`config.mk`:
```
export PLATFORM = sky130hd
export DESIGN_NAME = cs_window_param_flat
export DESIGN_NICKNAME = d
export VERILOG_FILES = /design/src/rtl/cs_window_param_if.sv /design/src/rtl/cs_window_param.sv /design/src/flat_wrapper.sv
export SDC_FILE = /design/constraint.sdc
export NUM_CORES = 1
export LEC_CHECK = 0
export CORE_ASPECT_RATIO = 0.6
export CORE_UTILIZATION = 35
export DETAILED_ROUTE_END_ITERATION = 8
export HOLD_SLACK_MARGIN = 0.03
export PLACE_DENSITY = 0.55
export SLEW_MARGIN = 5
export SYNTH_ARGS = -nofsm -noshare
export SYNTH_HDL_FRONTEND = slang
export SYNTH_SLANG_ARGS = --single-unit
```
`constraint.sdc`:
```
create_clock -name clk -period 62 [get_ports clk]
set_input_delay 6.2 -clock clk [delete_from_list [all_inputs] [get_ports clk]]
set_output_delay 6.2 -clock clk [all_outputs]
set_load 0.02 [all_outputs]
```
`src/rtl/cs_window_param_if.sv`:
```
// Sample/result bundle for the CS sliding-window smoother.
// The master drives samples and controls; the slave returns results and fill level.
interface cs_window_param_if #(
    parameter int unsigned W = 8,
    parameter int unsigned K = 3
) ();
    logic           in_valid;
    logic [W-1:0]   X;
    logic           mode;
    logic           flush;
    logic           out_valid;
    logic [W+1:0]   Y;
    logic [K:0]     fill;

    modport master (
        output in_valid, X, mode, flush,
        input  out_valid, Y, fill
    );

    modport slave (
        input  in_valid, X, mode, flush,
        output out_valid, Y, fill
    );
endinterface

```
`src/rtl/cs_window_param.sv`:
```
// Sliding-window smoother over the last 2^K+1 samples.
// Y = (sum + N*Xsel) >> K, where Xsel is the nearest window sample on one side of the mean.
module cs_window_param #(
    parameter int unsigned W = 8,
    parameter int unsigned K = 3
) (
    input  logic              clk,
    input  logic              reset,
    cs_window_param_if.slave  bus
);
    localparam int          N       = (2 ** K) + 1;
    localparam int          SW      = W + K + 1;
    localparam logic [K:0]  FillMax = (K + 1)'(N);

    logic [W-1:0]  win_q [N];
    logic [W-1:0]  win_d [N];
    logic [K:0]    fill_q, fill_d;
    logic [W+1:0]  y_q, y_d;
    logic          out_valid_q, out_valid_d;

    logic [W-1:0]  shift_win [N];
    logic [SW-1:0] sum;
    logic [SW-1:0] scaled;
    logic [W-1:0]  sel;
    logic [SW:0]   total;
    logic [W+1:0]  res_y;

    // Result datapath over the window as it will look after this accept.
    // Comparing N*X_i against the sum avoids dividing by N.
    always_comb begin
        shift_win[0] = bus.X;
        for (int i = 1; i < N; i++) begin
            shift_win[i] = win_q[i-1];
        end

        sum = '0;
        for (int i = 0; i < N; i++) begin
            sum = sum + SW'(shift_win[i]);
        end

        scaled = '0;
        sel    = bus.mode ? '1 : '0;
        for (int i = 0; i < N; i++) begin
            scaled = SW'(shift_win[i]) * SW'(N);
            if (!bus.mode) begin
                if ((scaled <= sum) && (shift_win[i] > sel)) begin
                    sel = shift_win[i];
                end
            end else begin
                if ((scaled >= sum) && (shift_win[i] < sel)) begin
                    sel = shift_win[i];
                end
            end
        end

        total = (SW + 1)'(sum) + (SW + 1)'(SW'(sel) * SW'(N));
        res_y = total[SW:K];
    end

    always_comb begin
        win_d       = win_q;
        fill_d      = fill_q;
        y_d         = y_q;
        out_valid_d = 1'b0;

        if (bus.flush) begin
            for (int i = 0; i < N; i++) begin
                win_d[i] = '0;
            end
            fill_d = '0;
            if (bus.in_valid) begin
                win_d[0] = bus.X;
                fill_d   = (K + 1)'(1);
            end
        end else if (bus.in_valid) begin
            win_d  = shift_win;
            fill_d = (fill_q == FillMax) ? fill_q : fill_q + (K + 1)'(1);
            if (fill_d == FillMax) begin
                out_valid_d = 1'b1;
                y_d         = res_y;
            end
        end
    end

    always_ff @(posedge clk) begin
        if (reset) begin
            for (int i = 0; i < N; i++) begin
                win_q[i] <= '0;
            end
            fill_q      <= '0;
            y_q         <= '0;
            out_valid_q <= 1'b0;
        end else begin
            win_q       <= win_d;
            fill_q      <= fill_d;
            y_q         <= y_d;
            out_valid_q <= out_valid_d;
        end
    end

    assign bus.out_valid = out_valid_q;
    assign bus.Y         = y_q;
    assign bus.fill      = fill_q;
endmodule

```
`src/flat_wrapper.sv`:
```
// flat-port wrapper written by rule: the top's interface ports become plain ports
module cs_window_param_flat 
#(
    parameter int unsigned W = 8,
    parameter int unsigned K = 3
)
  (clk, reset, bus_in_valid, bus_X, bus_mode, bus_flush, bus_out_valid, bus_Y, bus_fill);
  cs_window_param_if #(.W(W), .K(K)) bus_i ();
  input  logic clk;
  input  logic reset;
  input wire logic [$bits(bus_i.in_valid)-1:0] bus_in_valid;
  input wire logic [$bits(bus_i.X)-1:0] bus_X;
  input wire logic [$bits(bus_i.mode)-1:0] bus_mode;
  input wire logic [$bits(bus_i.flush)-1:0] bus_flush;
  output wire logic [$bits(bus_i.out_valid)-1:0] bus_out_valid;
  output wire logic [$bits(bus_i.Y)-1:0] bus_Y;
  output wire logic [$bits(bus_i.fill)-1:0] bus_fill;
  assign bus_i.in_valid = bus_in_valid;
  assign bus_i.X = bus_X;
  assign bus_i.mode = bus_mode;
  assign bus_i.flush = bus_flush;
  assign bus_out_valid = bus_i.out_valid;
  assign bus_Y = bus_i.Y;
  assign bus_fill = bus_i.fill;
  cs_window_param #(.W(W), .K(K)) u_core (.clk(clk), .reset(reset), .bus(bus_i));
endmodule
```
==> flow_metrics.env <==
export IMPL_status="finished clean"
export IMPL_p_leak_nw=7.64
export IMPL_instances_no_fill=2251
export IMPL_hp_start="u_core.bus.Y[7]"
export IMPL_gp_congestion=0.911
export IMPL_end_kind="register"
export IMPL_pwr_share_clk=0.209
export IMPL_ys_seq_area_frac=0.114
export IMPL_cpMostUsedCell="a21oi_1"
export IMPL_skew_ns=0.0133
export IMPL_grt_overflow=0
export IMPL_slew_headroom=0.104
export IMPL_p_int_mw=0.151
export IMPL_cts_resized_gates=0
export IMPL_swShare=0.481
export IMPL_die_h_um=156
export IMPL_fin_nets=2095
export IMPL_post_route_drc_count=0
export IMPL_grt_pass1_vias=11800
export IMPL_cts_root_buf="clkbuf_16"
export IMPL_fillers=4077
export IMPL_port_buffers=27
export IMPL_diodes=0
export IMPL_tns_ns=0
export IMPL_firstDrtPassIters=6
export IMPL_grt_max_degree=60
export IMPL_ant_nets=0
export IMPL_maxCapViolCount=0
export IMPL_slowest_delay_ns=0.86
export IMPL_start_util=0.356
export IMPL_fmax_ghz=0.0286
export IMPL_rsz0062_at_grt="false"
export IMPL_worstSetupPathType="input port to register"
export IMPL_ios=28
export IMPL_p_sw_mw=0.139
export IMPL_syn_inst=1700
export IMPL_syn_nets=2071
export IMPL_hp_class="register to register"
export IMPL_drt_iter0_drc=1034
export IMPL_reg2regPathDepth=127
export IMPL_cts_path_max_buffers=2
export IMPL_hold_worst_slack_ns=0.468
export IMPL_pwr_share_seq=0.180
export IMPL_die_area_sq_um=40600
export IMPL_area_growth_pct=9.24
export IMPL_drt_total_wl_um=44900
export IMPL_clock_latency_ns=0.38
export IMPL_antenna_found_initial=1
export IMPL_regToRegSetupSlack_ns=32.87
export IMPL_placed_cells=2235
export IMPL_async_flop_share=0
export IMPL_num_vias=12300
export IMPL_postCtsSetupRepairBufs=0
export IMPL_cp_slowest_cell="a31oi_1"
export IMPL_synth_distinct_cells=82
export IMPL_numCtsBuffers=9
export IMPL_dpl_hpwl_um=35100
export IMPL_post_drt_wl_per_cell_um=20.0
export IMPL_finalHoldViolCount=0
export IMPL_worstMarginPinSlew_ns=1.31
export IMPL_worst_setup_path_start_kind="input port"
export IMPL_cts_tree="built"
export IMPL_required_ns=62.27
export IMPL_r2r_end="u_core.bus.Y[6]"
export IMPL_clock_sinks=79
export IMPL_die_w_um=259
export IMPL_fin_crit_sh=0.565
export IMPL_design_core_area_sq_um=39100
export IMPL_synth_avg_cell_area_sq_um=8.18
export IMPL_p_per_area_nw_per_um2=19.1
export IMPL_path_clk_slew_ns=0.07
export IMPL_slew_violations=0
export IMPL_mappedNetlistArea_sq_um=13900
export IMPL_irDropWorstVdd_uv=18.1
export IMPL_drive_above_1_share=0.0422
export IMPL_synth_flop_cell="dfxtp_1"
export IMPL_min_to="u_core.bus.Y[7]"
export IMPL_grt_pass1_wl_um=69800
export IMPL_synth_edf_count=0
export IMPL_r2r_start="u_core.shift_win[57]"
export IMPL_hold_path_depth=2
export IMPL_grt_use_total=0.228
export IMPL_yosys_warnings=0
export IMPL_timing_final_crit_period_ns=35.01
export IMPL_num_rows=56
export IMPL_vias_per_cell=5.48
export IMPL_htreeDepth=3
export IMPL_arrival_ns=35.28
export IMPL_crit_fanout=17
export IMPL_combPwrFrac=0.611
export IMPL_hold_buffers=0
export IMPL_setup_viol=0
export IMPL_yosys_register_bits=79
-- layer usage --
metal  up-vias  global-route usage  routed length (um)
li1       6069                   -                   -
met1      5828               0.349               23800
met2       401               0.311               16800
met3        42              0.0640                3860
met4         0              0.0387                 529
met5         -                   0                   0
-- critical path: cells and delay by family --
family                     cells  cell delay (ns)
AOI/OAI and AO/OA             61            15.04
adders and majority gates     20             7.03
muxes                          4             1.13
buffers and inverters         15             1.88
xor gates and xnor gates       2             0.35
and+or+nand+nor               27             3.62
-- cell type report --
class / count / area, sq um / area share
Inverter: 232 / 871 / 0.0573
Clock inverter: 6 / 68.8 / 0.00453
Sequential cell: 79 / 1580 / 0.104
Multi-Input combinational cell: 1350 / 11300 / 0.746
Timing Repair Buffer: 52 / 450 / 0.0296
Tap cell: 522 / 653 / 0.0430
Clock buffer: 10 / 239 / 0.0157
-- layout by cell type, fill, tap and decap left out, drive strengths merged, types with 9 or more instances in the layout --
master         synthesis  layout
ha                   296     296
inv                  231     232
nor2                 152     152
a21oi                111     111
mux2i                 84      84
o21ai                 84      84
dfxtp                 79      79
nand2                 77      77
a21o                  63      63
fa                    62      62
xnor2                 56      56
nand4                 32      32
nand3                 32      32
nor2b                 29      29
nor3                  29      29
buf                   10      27
clkdlybuf4s50          0      25
a211oi                20      20
xor2                  17      17
nand2b                17      17
and2                  12      12
and3                  11      11
a31oi                 10      10
clkbuf                29      10
o21bai                 9       9
o31ai                  9       9
a211o                  9       9
mux2                   9       9
-- cells by family (layout without fill, tap and decap cells) --
kind of cell | Yosys count | count (layout) | share of synthesized area
flops | 79 | 79 | 0.114
xor+xnor | 73 | 73 | 0.0460
simple gates | 421 | 421 | 0.146
buf+inv | 271 | 300 | 0.0733
fa+ha+maj | 365 | 365 | 0.361
compound gates | 398 | 398 | 0.192
mux | 93 | 93 | 0.0680
-- cell usage after synthesis (all sizes together) (17+ instances only) --
cell type | number | area share
nand3 | 32 | 0.012
nor2 | 152 | 0.041
nor2b | 29 | 0.013
nand2b | 17 | 0.0076
o21ai | 84 | 0.031
nand2 | 77 | 0.021
a21oi | 111 | 0.040
ha | 296 | 0.27
dfxtp | 79 | 0.11
mux2i | 84 | 0.060
inv | 231 | 0.062
nor3 | 29 | 0.010
fa | 62 | 0.089
nand4 | 32 | 0.014
a21o | 63 | 0.034
xor2 | 17 | 0.011
a211oi | 20 | 0.012
xnor2 | 56 | 0.035
clkbuf | 29 | 0.0078
-- registers in the layout (all words and copies together) (netlist names) --
| signal | count |
|---|---|
| u_core.bus.fill | 4 |
| u_core.bus.Y | 10 |
| u_core.shift_win | 64 |
| u_core.bus.out_valid | 1 |
-- worst max path at each step --
stage / start / to / slack (ns) / cells after the start
finish: bus_X[0] / u_core.bus.Y[6] / 26.99 / 129
detailed placement: bus_X[0] / u_core.bus.Y[6] / 27.05 / 129
global route: bus_X[0] / u_core.bus.Y[6] / 24.64 / 129
CTS: bus_X[1] / u_core.bus.Y[6] / 27.36 / 128
global placement: bus_X[0] / u_core.bus.Y[6] / 27.89 / 129
floorplan: bus_X[0] / u_core.bus.Y[6] / 30.07 / 127
-- metrics by stage --
step / instance area (sq um) / util / setup slack [ns] / total power, mW
6_report: 15200 / 0.389 / 26.99 / 0.290
5_1_grt: 15200 / 0.389 / 24.64 / 0.315
4_1_cts: 15200 / 0.389 / 27.36 / 0.290
3_5_place_dp: 14900 / 0.381 / 27.05 / 0.227
3_3_place_gp: 14900 / 0.381 / 27.89 / 0.224
2_1_floorplan: 13900 / - / 30.07 / 0.180
-- power groups by stage --
stage          registers [mW]  clock network, mW  logic [mW]
6_report               0.0523             0.0606       0.177
5_1_grt                0.0523             0.0634       0.199
4_1_cts                0.0522             0.0626       0.175
3_5_place_dp           0.0534                  0       0.174
3_3_place_gp           0.0534                  0       0.171
2_1_floorplan          0.0530                  0       0.127
Power figures use the tool's default switching activity.
